===== config.mk =====
export PLATFORM = sky130hd
export DESIGN_NAME = vector_writeback_merger
export DESIGN_NICKNAME = d
export VERILOG_FILES = /design/src/rtl/vector_writeback_merger.sv
export SDC_FILE = /design/constraint.sdc
export NUM_CORES = 1
export LEC_CHECK = 0
export CORE_UTILIZATION = 50
export CTS_CLUSTER_SIZE = 10
export DETAILED_ROUTE_END_ITERATION = 12
export HOLD_SLACK_MARGIN = 0.15
export PLACE_DENSITY = 0.83
export SLEW_MARGIN = 5
export SYNTH_ARGS = -nofsm -noshare
export SYNTH_HDL_FRONTEND = slang
export SYNTH_SLANG_ARGS = --single-unit

===== constraint.sdc =====
create_clock -name clock -period 4.05 [get_ports clock]
set_input_delay 0.405 -clock clock [delete_from_list [all_inputs] [get_ports clock]]
set_output_delay 0.405 -clock clock [all_outputs]
set_load 0.01 [all_outputs]

===== src/rtl/vector_writeback_merger.sv =====
`default_nettype none
// ============================================================================
// Module      : vector_writeback_merger
// Description : Merges a computed vector result into its destination vector
//               register. Each element is resolved from the tail mask, the
//               active mask and the agnostic/undisturbed policies. Agnostic
//               elements are written as all-ones. Undisturbed elements keep
//               the old register value. A register read is issued only when
//               at least one element resolves to undisturbed.
//
// Ports       : clock, reset                 - clock, sync active-high reset
//               in_valid / in_ready          - request handshake
//               in_destination_register      - destination register index
//               in_result_vector             - computed result vector
//               in_vector_mask / in_tail_mask- per-element active / tail bits
//               in_mask_agnostic / in_tail_agnostic - element policies
//               register_read_*              - old-value read port (1-cycle)
//               register_write_*             - merged-value write port
//               busy                         - high whenever not IDLE
// Revision    : 1.0 - initial release
// ============================================================================
module vector_writeback_merger #(
    parameter int VECTOR_MASK_LENGTH = 8,
    parameter int ELEMENT_WIDTH      = 8
) (
    input  logic                                        clock,
    input  logic                                        reset,
    input  logic                                        in_valid,
    output logic                                        in_ready,
    input  logic [4:0]                                  in_destination_register,
    input  logic [VECTOR_MASK_LENGTH*ELEMENT_WIDTH-1:0] in_result_vector,
    input  logic [VECTOR_MASK_LENGTH-1:0]               in_vector_mask,
    input  logic [VECTOR_MASK_LENGTH-1:0]               in_tail_mask,
    input  logic                                        in_mask_agnostic,
    input  logic                                        in_tail_agnostic,
    output logic                                        register_read_enable,
    output logic [4:0]                                  register_read_address,
    input  logic [VECTOR_MASK_LENGTH*ELEMENT_WIDTH-1:0] register_read_data,
    output logic                                        register_write_enable,
    output logic [4:0]                                  register_write_address,
    output logic [VECTOR_MASK_LENGTH*ELEMENT_WIDTH-1:0] register_write_data,
    output logic                                        busy
);

    localparam int VW = VECTOR_MASK_LENGTH * ELEMENT_WIDTH;

    localparam logic [1:0] ST_IDLE  = 2'd0;
    localparam logic [1:0] ST_READ  = 2'd1;
    localparam logic [1:0] ST_MERGE = 2'd2;
    localparam logic [1:0] ST_WRITE = 2'd3;

    // Tail takes precedence over the active mask; otherwise active elements
    // take the result and inactive ones follow the mask policy.
    function automatic logic [VW-1:0] merge_vec(
        input logic [VW-1:0]                 res,
        input logic [VW-1:0]                 old,
        input logic [VECTOR_MASK_LENGTH-1:0] mask,
        input logic [VECTOR_MASK_LENGTH-1:0] tail,
        input logic                          mask_agn,
        input logic                          tail_agn
    );
        logic [VW-1:0] v;
        v = '0;
        for (int i = 0; i < VECTOR_MASK_LENGTH; i++) begin
            if (tail[i]) begin
                v[i*ELEMENT_WIDTH +: ELEMENT_WIDTH] = tail_agn ? {ELEMENT_WIDTH{1'b1}}
                                                               : old[i*ELEMENT_WIDTH +: ELEMENT_WIDTH];
            end else if (mask[i]) begin
                v[i*ELEMENT_WIDTH +: ELEMENT_WIDTH] = res[i*ELEMENT_WIDTH +: ELEMENT_WIDTH];
            end else begin
                v[i*ELEMENT_WIDTH +: ELEMENT_WIDTH] = mask_agn ? {ELEMENT_WIDTH{1'b1}}
                                                               : old[i*ELEMENT_WIDTH +: ELEMENT_WIDTH];
            end
        end
        return v;
    endfunction

    logic [1:0]                    state_q,    state_d;
    logic [4:0]                    dest_q,     dest_d;
    logic [VW-1:0]                 result_q,   result_d;
    logic [VECTOR_MASK_LENGTH-1:0] mask_q,     mask_d;
    logic [VECTOR_MASK_LENGTH-1:0] tail_q,     tail_d;
    logic                          mask_agn_q, mask_agn_d;
    logic                          tail_agn_q, tail_agn_d;
    logic [4:0]                    rd_addr_q,  rd_addr_d;
    logic [4:0]                    wr_addr_q,  wr_addr_d;
    logic [VW-1:0]                 wr_data_q,  wr_data_d;

    logic accept;
    logic needs_old;

    // An undisturbed element exists if some tail element is undisturbed, or
    // some non-tail inactive element is undisturbed.
    assign needs_old = (!in_tail_agnostic && (|in_tail_mask)) ||
                       (!in_mask_agnostic && (|(~in_tail_mask & ~in_vector_mask)));

    assign in_ready = !reset && ((state_q == ST_IDLE) || (state_q == ST_WRITE));
    assign accept   = in_valid && in_ready;

    always_comb begin
        state_d    = state_q;
        dest_d     = dest_q;
        result_d   = result_q;
        mask_d     = mask_q;
        tail_d     = tail_q;
        mask_agn_d = mask_agn_q;
        tail_agn_d = tail_agn_q;
        rd_addr_d  = rd_addr_q;
        wr_addr_d  = wr_addr_q;
        wr_data_d  = wr_data_q;

        case (state_q)
            ST_IDLE, ST_WRITE: begin
                if (accept) begin
                    dest_d     = in_destination_register;
                    result_d   = in_result_vector;
                    mask_d     = in_vector_mask;
                    tail_d     = in_tail_mask;
                    mask_agn_d = in_mask_agnostic;
                    tail_agn_d = in_tail_agnostic;
                    if (needs_old) begin
                        state_d   = ST_READ;
                        rd_addr_d = in_destination_register;
                    end else begin
                        // No element needs the old value, so the merge can
                        // be formed straight from the request.
                        state_d   = ST_WRITE;
                        wr_addr_d = in_destination_register;
                        wr_data_d = merge_vec(in_result_vector, '0, in_vector_mask,
                                              in_tail_mask, in_mask_agnostic,
                                              in_tail_agnostic);
                    end
                end else begin
                    state_d = ST_IDLE;
                end
            end
            ST_READ: begin
                state_d = ST_MERGE;
            end
            ST_MERGE: begin
                // Read data is valid the cycle after the read strobe.
                state_d   = ST_WRITE;
                wr_addr_d = dest_q;
                wr_data_d = merge_vec(result_q, register_read_data, mask_q, tail_q,
                                      mask_agn_q, tail_agn_q);
            end
            default: begin
                state_d = ST_IDLE;
            end
        endcase
    end

    always_ff @(posedge clock) begin
        if (reset) begin
            state_q    <= ST_IDLE;
            dest_q     <= '0;
            result_q   <= '0;
            mask_q     <= '0;
            tail_q     <= '0;
            mask_agn_q <= 1'b0;
            tail_agn_q <= 1'b0;
            rd_addr_q  <= '0;
            wr_addr_q  <= '0;
            wr_data_q  <= '0;
        end else begin
            state_q    <= state_d;
            dest_q     <= dest_d;
            result_q   <= result_d;
            mask_q     <= mask_d;
            tail_q     <= tail_d;
            mask_agn_q <= mask_agn_d;
            tail_agn_q <= tail_agn_d;
            rd_addr_q  <= rd_addr_d;
            wr_addr_q  <= wr_addr_d;
            wr_data_q  <= wr_data_d;
        end
    end

    // Strobes and busy are qualified by reset so they are low for the whole
    // reset cycle, including the first one before any edge has been seen.
    assign register_read_enable   = !reset && (state_q == ST_READ);
    assign register_write_enable  = !reset && (state_q == ST_WRITE);
    assign busy                   = !reset && (state_q != ST_IDLE);
    assign register_read_address  = rd_addr_q;
    assign register_write_address = wr_addr_q;
    assign register_write_data    = wr_data_q;

endmodule
`default_nettype wire


# After elaboration in Yosys (flattened, before gate mapping)
# Index checks and enable logic that the tools add are counted.
# word_totals
regBits,163
latch_bits,0
mem_bits_rw,0
mem_bits_ro,0
input_bits,154
output_inout_bits,78
word_cells,98
n_memories,0
# op_classes
n_addsub,0
n_mul,0
n_div,0
order_cmp,0
eq_ne,5
shift,0
mux,59
bitwise,3
n_reduce_logical,21
# ops
cell,count
two-way mux 8 bit,50
two-way mux 64 bit,2
one-hot mux 64 bit (2 select lines),1
inverter 8 bit,2
OR reduction 8 bit,2
two-way mux 5 bit,2
one-hot mux 5 bit (2 select lines),1
AND 8 bit,1
logical AND 1 bit,7
one-hot mux 2 bit (3 select lines),1
AND reduction 3 bit,2
equality test 2 bit (second input constant),2
two-way mux 2 bit,2
!= test 2 bit (second input constant),2
nonzero test 2 bit,2
zero test 1 bit,3
equality test 2 x 1 -> 1 bit (second input constant),1
zero test 2 bit,1
logical OR 1 bit,2
AND reduction 2 bit,1
OR reduction 2 bit,1

# Logic depth before layout (Yosys ltp)
# depth
word_depth,8
ltp_mapped,9
ltp_nobuf,6

# Worst setup path after synthesis
# No wires, ideal clock.
# synth_path
kind,reg2reg
startpoint,register state_q[0]
endpoint,"register wr_data_q[56], in the netlist register_write_data[56]"
setup_ns,0.086
arrival_ns,2.166
t_required_ns,3.964
setup_slack_ns,1.797
path_stages_with_launch,9
n_path_buf,3
period_less_slack_ns,2.253
cell_sequence,dfxtp_1 inv_1 ha_1 or3b_2 or3_1 buf_2 buf_6 buf_6 a221oi_2
# synth_via
elab_chain_cells,6
word_cells_on_any_way,12
cone_classes,eq/ne: 4; mux: 1; reduce/logical: 7
# synth_rtl
item,line,source
start: declaration,78,"logic [1:0] state_q, state_d;"
start signal: assignment,166,state_q <= state_d;
equality test 2 bit / zero test 2 bit (equally long branches),"97, 112",
logical OR 1 bit,97,assign in_ready = !reset && ((state_q == ST_IDLE) || (state_q == ST_WRITE));
logical AND 1 bit,97,
logical AND 1 bit,98,assign accept = in_valid && in_ready;
!= test 2 bit (no line),--,
AND reduction 3 bit (no line),--,
end signal: assignment,175,wr_data_q <= wr_data_d;
end: declaration,87,"logic [VW-1:0] wr_data_q, wr_data_d;"
# Several ways; a longest one is shown, not always the timed one.
# A chain may end at the register's enable or synchronous reset.

# Worst setup path after layout
# layout_path
startpoint,input port in_vector_mask[0]
endpoint,"register wr_data_q[29], in the netlist register_write_data[29]"
# layout_via
elab_chain_cells,7
# layout_rtl
item,line,source
start: declaration,32,"input logic [VECTOR_MASK_LENGTH-1:0] in_vector_mask,"
inverter 8 bit,95,(!in_mask_agnostic && (|(~in_tail_mask & ~in_vector_mask)));
AND 8 bit,95,
OR reduction 8 bit,95,
logical AND 1 bit,95,
logical OR 1 bit,94,assign needs_old = (!in_tail_agnostic && (|in_tail_mask)) ||
!= test 2 bit (no line),--,
AND reduction 3 bit (no line),--,
# Every way passes these cells.

==> flow_summary.toml <==
[timing]
drv_slew = 0
grt_setup_unrepaired = "no"
max_freq_mhz = 339
finalSetupTns_ns = 0
fin_worst_skew_ns = 0.00686
finalSetupViolations = 0
hold_slack_ns = 0.455
finalCritPeriodShare_pct = 72.9
finalHoldViolations = 0
max_slew_margin_pct = 35.1
period_needed_ns = 2.95
fin_ws_ns = 1.10
worst_pin_slew_ns = 0.961

[detailed_routing]
num_vias = 8894
routed_wl_mm = 26.5
dr.pass1.iters = 5
ant_nets = 0
drt_iter0_drc = 759
drc = 0
via_per_inst = 6.03
wire_per_inst_um = 17.9

[clock_tree]
post_cts_buffers = 0
cts-root-buf = "clkbuf_16"
hold_buffers = 0
cts_sinks = 163
path_clk_slew_ns = 0.06
clkLatencyLatePin_ns = 0.42
tritoncts = "built"
cts_buffer_depth = 2
cts_inserted_buffers = 17
cts-resized-gates = 0
htree_levels = 4

[global_routing]
grt_first_pass_wirelength_mm = 41.4
grt_use_met1_pct = 40.0
overflow = 0
grt_pass1_vias = 8381
met3_usage_pct = 5.05
grt_use_met2_pct = 50.6
grt_antenna_before_repair = 1
busiest_layer = "met2"
grt_max_degree = 101
grt_usage_pct = 31.1

[critical_path]
path_max_fanout = 28
cp-start-kind = "input port"
reg2reg_from = "state_q[0]"
regToRegEndpoint = "register_write_data[29]"
critPathRequiredTime_ns = 4.37
r2r_slack_ns = 1.10
worst-endpoint-arrival_ns = 3.27
crit_type = "in2reg"
worstRegToRegCells = 6
end_kind = "flop"
crit_start = "in_vector_mask[0]"

[cells_and_area]
nNetsFinal = 1404
area_growth_pct = 35.5
final_cell_mix = "nand2_1, clkdlybuf4s50_1, dfxtp_1"
layout_commonest_cell = "nand2_1"
drive_above_1_share_pct = 5.48
final_core_util_pct = 70.1
final_area_um2 = 11200
fin_cells = 1476

[yosys]
synthTopCellsByArea = "dfxtp_1, nand2_1, o21ai_0"
synth_nets = 1245
ys_types = 37
postSynthCellCount = 1087
syn-cell-area_um2 = 8280
synth-seq-cells = 163
synth_top_area_share_pct = 39.4
async_flop_share_pct = 0
ys_seq_area_share_pct = 39.4
synth_edf_count = 0
yosys_warnings = 0
synth_ff_type = "dfxtp_1"
avgSynthCellArea_um2 = 7.62
synth_top_area_cell = "dfxtp_1"

[power_and_ir_drop]
leakagePower_nw = 4.02
power.density_nw_per_um2 = 485
p_clk_share_pct = 31.1
p_comb_share_pct = 32.0
ir_drop_mv = 0.342
swShare_pct = 31.2
intPower_mw = 3.75
power_frac_seq_pct = 36.9
p_total_mw = 5.44
p_switching_mw = 1.70

[floorplan]
die_h_um = 131
num_rows = 46
die_x_um = 131
die_area_um2 = 17100
placeableCoreArea_um2 = 16000
ios = 232
start_util_pct = 51.8

[place]
place_ws_ns = 0.705
portBuffers = 231
place_area_um2 = 10600
gp_congestion = 0.876
dpl.hpwl_mm = 17.9
placed_cells_incl_taps = 1443

[job]
max_cap_violations = 0

[worst_hold_path]
hold_class = "reg2reg"
min_from = "result_q[31]"
whs_endpoint = "result_q[31]"
min_delay_path_depth = 2

[status]
status = "finished, final reports clean"
[cells by family after synthesis]
family / Yosys count / share of synthesized area [%]
compound gates: 378 / 30.4
fa+ha+maj: 4 / 0.604
buf+inv: 116 / 5.57
mux: 5 / 0.604
flops: 163 / 39.4
simple gates: 421 / 23.4
[worst max-delay path by stage]
stage                                         end  slack [ns]  cells after the start
after floorplan           register_write_data[56]        1.80                      8
after global placement    register_write_data[21]        0.81                      6
after detailed placement  register_write_data[29]        0.70                      6
after CTS                 register_write_data[29]        1.11                      6
after global routing       register_write_data[1]        0.94                      6
final                     register_write_data[29]        1.10                      6
[cells in the mapped netlist, drive strengths merged (9+ instances only)]
library cell / instances
nand3b: 64
buf: 30
nand2: 240
clkbuf: 80
nor2: 74
dfxtp: 163
nand2b: 24
or3: 9
a2bb2oi: 64
a221oi: 69
a21oi: 74
o21ai: 151
[metal layers]
metal | share of wire [%] | wire length [µm]
met2 | 47 | 12500
met1 | 41 | 10900
met3 | 8.3 | 2190
met4 | 3.4 | 893
met5 | 0 | 0
[critical path, stage by stage]
cell and delay, ns:
clkdlybuf4s50_1 0.76, o22ai_1 0.18, o41a_1 0.55, or3_2 0.76, buf_4 0.31, a221oi_1 0.29
[cell type report]
cell class | instances | area (µm²)
Clock buffer | 24 | 502
Sequential cell | 163 | 3260
Clock inverter | 8 | 123
Inverter | 6 | 22.5
Fill cell | 1326 | 4780
Timing Repair Buffer | 250 | 2460
Tap cell | 216 | 270
Antenna cell | 1 | 2.50
Multi-Input combinational cell | 808 | 4580
[power by group through the flow]
stage | Combinational (mW) | Sequential, mW | Clock [mW]
6_report | 1.74 | 2.01 | 1.69
5_1_grt | 1.90 | 2.04 | 1.76
4_1_cts | 1.73 | 2.01 | 1.70
3_5_place_dp | 1.71 | 2.04 | 0
3_3_place_gp | 1.68 | 2.03 | 0
2_1_floorplan | 1.00 | 2.06 | 0
[state kept, by name (all words and copies together) (netlist names)]
signal / flops
register_write_data: 64
register_write_address: 5
result_q: 64
state_q: 2
register_read_address: 5
tail_q: 8
tail_agn_q: 1
mask_agn_q: 1
dest_q: 5
mask_q: 8
No activity file was read; power rests on OpenSTA's default activity.
